File: config.mk
export PLATFORM = sky130hd
export DESIGN_NAME = uart_tx_serializer
export DESIGN_NICKNAME = d
export VERILOG_FILES = /design/src/rtl/uart_pkg.sv /design/src/rtl/uart_baud_tick.sv /design/src/rtl/uart_tx_serializer.sv
export SDC_FILE = /design/constraint.sdc
export NUM_CORES = 1
export LEC_CHECK = 0
export CAP_MARGIN = 20
export CORE_MARGIN = 5
export CORE_UTILIZATION = 35
export CTS_CLUSTER_DIAMETER = 60
export DETAILED_ROUTE_END_ITERATION = 7
export GPL_ROUTABILITY_DRIVEN = 0
export HOLD_SLACK_MARGIN = 0.03
export PLACE_DENSITY = 0.67
export SETUP_SLACK_MARGIN = 0.3
export SLEW_MARGIN = 20
export SYNTH_ARGS = -nofsm -noshare
export SYNTH_HDL_FRONTEND = slang
export SYNTH_HIERARCHICAL = 1
export SYNTH_SLANG_ARGS = --single-unit
File: constraint.sdc
create_clock -name clk_in -period 2.35 [get_ports clk_in]
set_input_delay 0.235 -clock clk_in [delete_from_list [all_inputs] [get_ports clk_in]]
set_output_delay 0.235 -clock clk_in [all_outputs]
set_load 0.05 [all_outputs]
File: src/rtl/uart_pkg.sv
// Shared UART definitions for the transmitter and the existing receiver:
// FSM state encoding, data width, default bit period and counter sizing.
package uart_pkg;

  typedef enum logic [2:0] {
    IDLE,
    START,
    DATA,
    PARITY,
    STOP
  } uart_state_e;

  localparam int DATA_BITS            = 8;
  localparam int DEFAULT_CLKS_PER_BIT = 4166;

  // Bits needed to hold 0..value-1; never less than one bit.
  function automatic int clog2(input int value);
    int result;
    result = 1;
    for (int i = 1; i < 31; i++) begin
      if ((1 << i) < value) result = i + 1;
    end
    return result;
  endfunction

endpackage

File: src/rtl/uart_baud_tick.sv
// Bit-period counter: counts 0..CLKS_PER_BIT-1 and flags the last clock of
// each bit with bit_end. Shared with the receiver for its sample tick.
module uart_baud_tick
  import uart_pkg::*;
#(
  parameter int CLKS_PER_BIT = DEFAULT_CLKS_PER_BIT
) (
  input  logic clk,
  input  logic rst,
  input  logic clr,
  output logic bit_end
);

  localparam int CNT_W = clog2(CLKS_PER_BIT);

  logic [CNT_W-1:0] cnt_q, cnt_d;

  assign bit_end = (cnt_q == CNT_W'(CLKS_PER_BIT - 1));

  always_comb begin
    cnt_d = cnt_q + CNT_W'(1);
    if (clr || bit_end) cnt_d = '0;
  end

  always_ff @(posedge clk) begin
    if (rst) cnt_q <= '0;
    else     cnt_q <= cnt_d;
  end

endmodule

File: src/rtl/uart_tx_serializer.sv
// UART transmitter: one-entry holding register feeding an 8N1 framer, LSB first.
// Define UART_TX_PARITY_EN to insert an even-parity bit between data and stop.
module uart_tx_serializer
  import uart_pkg::*;
#(
  parameter int CLKS_PER_BIT = DEFAULT_CLKS_PER_BIT,
  parameter int STOP_BITS    = 1
) (
  input  logic                 clk_in,
  input  logic                 rst,
  input  logic [DATA_BITS-1:0] tx_data_in,
  input  logic                 tx_valid_in,
  output logic                 tx_ready_out,
  output logic                 tx_busy_out,
  output logic                 tx_done_out,
  output logic                 tx_line_uart
);

  localparam int IDX_W = clog2(DATA_BITS);

  uart_state_e          state_q, state_d;
  logic                 hold_full_q, hold_full_d;
  logic [DATA_BITS-1:0] hold_data_q, hold_data_d;
  logic [DATA_BITS-1:0] shift_q, shift_d;
  logic [IDX_W-1:0]     bit_idx_q, bit_idx_d;
  logic                 stop_idx_q, stop_idx_d;
  logic                 line_q, line_d;
  logic                 busy_q, busy_d;
  logic                 done_q, done_d;
`ifdef UART_TX_PARITY_EN
  logic                 parity_q, parity_d;
`endif

  logic accept;
  logic unload;
  logic bit_end;
  logic baud_clr;

  assign accept       = tx_valid_in && !hold_full_q;
  assign tx_ready_out = !hold_full_q;
  assign tx_busy_out  = busy_q;
  assign tx_done_out  = done_q;
  assign tx_line_uart = line_q;

  // Counter idles at zero and restarts whenever the FSM changes state.
  assign baud_clr = (state_q == IDLE) || (state_d != state_q);

  uart_baud_tick #(
    .CLKS_PER_BIT(CLKS_PER_BIT)
  ) u_baud_tick (
    .clk    (clk_in),
    .rst    (rst),
    .clr    (baud_clr),
    .bit_end(bit_end)
  );

  always_comb begin
    state_d    = state_q;
    shift_d    = shift_q;
    bit_idx_d  = bit_idx_q;
    stop_idx_d = stop_idx_q;
    unload     = 1'b0;
    done_d     = 1'b0;
    busy_d     = (state_q != IDLE);
    line_d     = 1'b1;
`ifdef UART_TX_PARITY_EN
    parity_d   = parity_q;
`endif

    case (state_q)
      IDLE: begin
        if (hold_full_q) begin
          unload  = 1'b1;
          state_d = START;
        end
      end
      START: begin
        line_d = 1'b0;
        if (bit_end) begin
          state_d   = DATA;
          bit_idx_d = '0;
        end
      end
      DATA: begin
        line_d = shift_q[0];
        if (bit_end) begin
          shift_d = shift_q >> 1;
          if (bit_idx_q == IDX_W'(DATA_BITS - 1)) begin
`ifdef UART_TX_PARITY_EN
            state_d    = PARITY;
`else
            state_d    = STOP;
`endif
            stop_idx_d = 1'b0;
          end else begin
            bit_idx_d = bit_idx_q + IDX_W'(1);
          end
        end
      end
`ifdef UART_TX_PARITY_EN
      PARITY: begin
        line_d = parity_q;
        if (bit_end) begin
          state_d    = STOP;
          stop_idx_d = 1'b0;
        end
      end
`endif
      STOP: begin
        line_d = 1'b1;
        if (bit_end) begin
          if (stop_idx_q == 1'(STOP_BITS - 1)) begin
            done_d = 1'b1;
            // A queued byte starts immediately, keeping frames gap-free.
            if (hold_full_q) begin
              unload  = 1'b1;
              state_d = START;
            end else begin
              state_d = IDLE;
            end
          end else begin
            stop_idx_d = 1'b1;
          end
        end
      end
      default: state_d = IDLE;
    endcase

    if (unload) begin
      shift_d  = hold_data_q;
`ifdef UART_TX_PARITY_EN
      parity_d = ^hold_data_q;
`endif
    end
  end

  always_comb begin
    hold_full_d = accept || (hold_full_q && !unload);
    hold_data_d = accept ? tx_data_in : hold_data_q;
  end

  // Line, busy and done are registered from the current state, so they
  // trail the FSM by one clock and stay aligned with each other.
  always_ff @(posedge clk_in) begin
    if (rst) begin
      state_q     <= IDLE;
      hold_full_q <= 1'b0;
      bit_idx_q   <= '0;
      stop_idx_q  <= 1'b0;
      line_q      <= 1'b1;
      busy_q      <= 1'b0;
      done_q      <= 1'b0;
    end else begin
      state_q     <= state_d;
      hold_full_q <= hold_full_d;
      bit_idx_q   <= bit_idx_d;
      stop_idx_q  <= stop_idx_d;
      line_q      <= line_d;
      busy_q      <= busy_d;
      done_q      <= done_d;
    end
  end

  always_ff @(posedge clk_in) begin
    hold_data_q <= hold_data_d;
    shift_q     <= shift_d;
`ifdef UART_TX_PARITY_EN
    parity_q    <= parity_d;
`endif
  end

endmodule

Word level (Yosys, flattened, before mapping)
Cells that the tools add are included.

Register bits: 40. Bits of input ports: 11. Output and inout port bits: 4. Logic and storage cells: 69.

Add/subtract/negate cells: 2. Eq/ne operators: 11. Mux-type cells: 26. Bitwise operators: 2. Reduce and logical (&&, ||, !) cells: 18.

Operators by type and width (number): $mux W3 (9); $mux W8 (3); $add A13 B1 Y13 const B (1); $eq A13 B13 Y1 const B (1); $pmux W3 S4 (1); $mux W1 (9); $reduce_and A4 Y1 (2); $reduce_bool A2 Y1 (4); $eq A3 B3 Y1 const B (2); $ne A2 B1 Y1 const B (3); $pmux W1 S2 (3); $pmux W3 S2 (1); $ne A2 B2 Y1 const B (2); $add A3 B1 Y3 const B (1); $eq A3 B1 Y1 const B (1); $eq A3 B2 Y1 const B (1); $logic_not A3 Y1 (1); $logic_or A1 B1 Y1 (3); $ne A3 B3 Y1 (1); $reduce_bool A3 Y1 (1); $reduce_or A3 Y1 (1); $logic_and A1 B1 Y1 (2); $logic_not A1 Y1 (2); $not A1 Y1 (2); 2 further kinds (2).

Depth between registers and ports, before layout
Word-level depth: 8. Depth in mapped cells: 12.

Hierarchy
The synthesis kept the hierarchy.

By module, submodules not included: uart_tx_serializer (instances 1, cells each 84, area each 1077.3 um^2, seq. area each 680.7 um^2); uart_baud_tick (instances 1, cells each 70, area each 675.6 um^2, seq. area each 260.2 um^2).

Least setup slack after synthesis
Ideal clock, no wire load.

Path kind: flip-flop to flip-flop. Start point: reg u_baud_tick.cnt_q[10]. End point: reg shift_q[0] (enable). Setup time: 0.375 ns. Data arrival time: 1.890 ns. Data required time: 1.975 ns. Path slack: 0.085 ns. Stages on the path, launching flop included: 7. Buffers on the path: 1. Period minus slack after synthesis: 2.265 ns. Cell sequence: dfxtp_1 > nor4b_1 > nand4_1 > nor4_1 > clkbuf_1 > nand3b_1 > a21oi_1.

Word-level cells in the longest chain between the ends: 5. Elaborated cells on any way between the ends: 6.

RTL lines: from (decl) (RTL line uart_baud_tick.sv:16) `logic [CNT_W-1:0] cnt_q, cnt_d;`; from (signal assigned) (RTL line uart_baud_tick.sv:27) `else cnt_q <= cnt_d;`; $eq A13 B13 Y1 (*) (RTL line uart_baud_tick.sv:18) `assign bit_end = (cnt_q == CNT_W'(CLKS_PER_BIT - 1));`; via bit_end (RTL line uart_tx_serializer.sv:36) `logic bit_end;`; $mux W1 (RTL line uart_tx_serializer.sv:111) `if (bit_end) begin`; $pmux W1 S2 (RTL line uart_tx_serializer.sv:70) `case (state_q)`; $reduce_bool A2 Y1 (no line); $reduce_and A2 Y1 (no line) (*); to (signal assigned) (RTL line uart_tx_serializer.sv:166) `shift_q <= shift_d;`; to (decl) (RTL line uart_tx_serializer.sv:24) `logic [DATA_BITS-1:0] shift_q, shift_d;`.

The timed path passes the listed nets; every way through them passes the cells marked *. A chain may end at the register's enable or synchronous reset.

Worst setup path in the final report
Start point: reg u_baud_tick.cnt_q[0]. End point: reg shift_q[7] (enable).

The elaborated chain is that of the path after synthesis.

==> flow_summary.yaml <==
status:
  status: "finished clean"
synth:
  synth_edf_count: 16
  yosysWarnings: 6
  yosysTopAreaCellShare_pct: 27.4
  synth_nets: 169
  yosysSeqAreaShare_pct: 53.7
  synthFlopType: "dfxtp_1"
  synth_area_um2: 1750
  synth.area.top_cells: "edfxtp_1 27%, dfxtp_1 26%, mux2_2 4.5%"
  ys_ff_latch: 39
  avgSynthCellArea_um2: 11.4
  netlist_instances: 154
  ys_types: 43
  ys_async_sr_fraction_pct: 0
  yosysTopAreaCell: "edfxtp_1"
cells_and_area:
  final_net_count: 192
  num_antenna_cells: 0
  drive_gt1_share_pct: 28.1
  area_delta_synth_final_pct: 25.0
  final_cell_area_um2: 2190
sta:
  post-route-period-util_pct: 82.9
  period_minus_slack_ns: 1.95
  finalSetupViolations: 0
  drv_slew: 0
  relSlewSlack_pct: 51.9
  tightest_slew_ns: 0.720
  clock_skew_ns: 0.00303
  fmax_mhz: 513
  finalSetupTns_ns: 0
  rsz0062_at_grt: "false"
  holdWs_ns: 0.494
  hold_viol: 0
clock_tree:
  cts_buffer_depth: 2
  ctsHtreeMaxLevel: 2
  cts_tree: "built"
  clock-root-buffer: "clkbuf_8"
  path_clk_slew_ns: 0.07
  clock_latency_ns: 0.29
  numCtsBuffers: 5
  cts.sink_count: 39
  cts_hold_buf: 0
worst_setup_path:
  path_class: "reg -> reg"
  timing.rr.start: "u_baud_tick/cnt_q[0]"
  startpoint: "u_baud_tick/cnt_q[0]"
  cp.arrival_ns: 1.96
  slowest_delay_ns: 0.41
  crit_required_ns: 2.36
  critPathMaxFanout: 8
  cp-start-kind: "register"
  crit_chain: "ha_1 > nand2_1 > nor4_2 > buf_4 > nand2b_4 > nand3b_1 > a21oi_2 > buf_6"
  setup.worst_path.end_class: "register"
  slowest_stage: "dfxtp_1"
power:
  irDropWorstVdd_uv: 400
  total_leakage_power_nw: 0.702
  clock_power_share_pct: 38.7
  finalPower_mw: 1.40
  p_sw_share_pct: 21.5
  pwr-share-seq_pct: 53.6
  switchingPower_mw: 0.302
  combPwrFrac_pct: 7.7
  p_int_mw: 1.10
  pwr_density_cell_nw_per_um2: 639
drt:
  drc: 0
  drt_wl_total_mm: 3.42
  post_drt_wl_per_cell_um: 13.9
  ant_nets: 0
  drt-initial-drc-count: 117
  detail_route.first_pass.iterations: 6
  num_vias: 1265
  avgViaCountPerCell: 5.16
global_routing:
  antenna_found_initial: 0
  grt_usage_pct: 11.8
  grt_pass1_wl_mm: 5.86
  grt_pass1_vias: 1289
  grt_max_degree: 13
  grt_overflow: 0
placement:
  post-dp-hpwl_mm: 2.41
  io_buffer_count: 14
  place_area_um2: 1980
hold_path:
  worstHoldStart: "u_baud_tick/cnt_q[0]"
  hold_class: "reg -> reg"
floorplan:
  row_count: 25
  die-area_um2: 6520
  initial_core_util_pct: 36.6
  die_y_um: 80.8
  ios: 15
  die_x_um: 80.8
  fp.coreArea_um2: 4790
job:
  maxCapViolations: 0
==> Yosys cell counts (4+ instances only) <==
cell type and instances:
o31ai_1 4, edfxtp_1 16, nor2_1 7, dfxtp_1 23, inv_1 5, nand2b_1 7, or4_1 4, ha_1 4
nor2_2 6, mux2_2 7, a21oi_2 5, nand3_1 5, nand2_1 6, o21ai_0 6, a21oi_1 7
==> cell type report <==
cell class	count	area, um^2
inverters	5	18.8
clock inverters	3	38.8
flip-flops and latches	39	946
repair buffers	20	189
well taps	67	83.8
clock buffers	5	68.8
multi-input cells	106	846
fillers	428	2590
==> state kept, by name, summed over array words and instances (netlist names) <==
register           flops
state_q                3
tx_done_out            1
tx_line_uart           1
u_baud_tick/cnt_q     13
shift_q                8
hold_data_q            8
hold_full_q            1
tx_busy_out            1
bit_idx_q              3
==> power groups by stage <==
stage	Clock (mW)	Sequential (mW)	Combinational, mW
after floorplan	0	0.765	0.0643
after global placement	0	0.765	0.0976
after detailed placement	0	0.766	0.102
after CTS	0.552	0.751	0.109
after global routing	0.588	0.754	0.117
final	0.541	0.751	0.108
==> cell families after synthesis <==
kind of cell | share of synthesized area (%)
adders and majority gates | 2.86
DFF | 53.7
xor gates and xnor gates | 1.50
and+or+nand+nor | 22.4
AOI/OAI and AO/OA | 12.3
muxes | 4.50
buffers and inverters | 2.71
==> worst max-delay path: cells and delay by family, from the launching register on <==
kind	cells	cell delay (ns)
fa+ha+maj	1	0.22
flops	1	0.41
compound gates	1	0.15
buf+inv	2	0.33
simple gates	4	0.55
==> per-layer routing <==
metal	wire length [um]	global-route usage, %	up-vias
met2	1820	20.6	23
met5	0	0	-
met4	68	6.08	0
met1	1400	12.9	606
met3	132	3.33	7
li1	-	-	629
==> worst paths after layout <==
path / end / slack (ns) / cells past startpoint
max: shift_q[7] / 0.40 / 8
min: u_baud_tick/cnt_q[0] / 0.49 / 1
max reg2reg: shift_q[7] / 0.40 / 8
min reg2reg: u_baud_tick/cnt_q[0] / 0.49 / 1
==> layout by cell type (no fill, tap or decap), drive strengths merged, types with 2 or more instances in the layout <==
cell           count
o31ai              6
nand4              4
nor3b              2
inv                5
nand2b             7
nor3               2
nor2b              2
a21oi             12
clkinv             2
mux2               7
o2bb2ai            2
o21ai              6
xnor2              2
clkbuf             5
or3                4
nand3b             2
ha                 4
dfxtp             23
nor2              13
nor4b              2
nand2              6
edfxtp            16
buf                6
or4                4
clkdlybuf4s50     14
or4b               2
nand3              6
==> metrics by stage <==
step	setup WS, ns	utilization, %	cells
6_report	0.401	45.8	245
3_5_place_dp	0.0432	41.4	233
3_3_place_gp	0.158	41.4	233
5_1_grt	0.288	45.8	245
4_1_cts	0.309	45.3	245
2_1_floorplan	0.320	-	154
==> what timing repair did <==
item	CTS	global route
pin swaps	2	2
setup endpoints to repair	28	31
gates cloned	1	0
buffers inserted	3	0
resized for setup	11	5
Power figures use the tool's default switching activity.
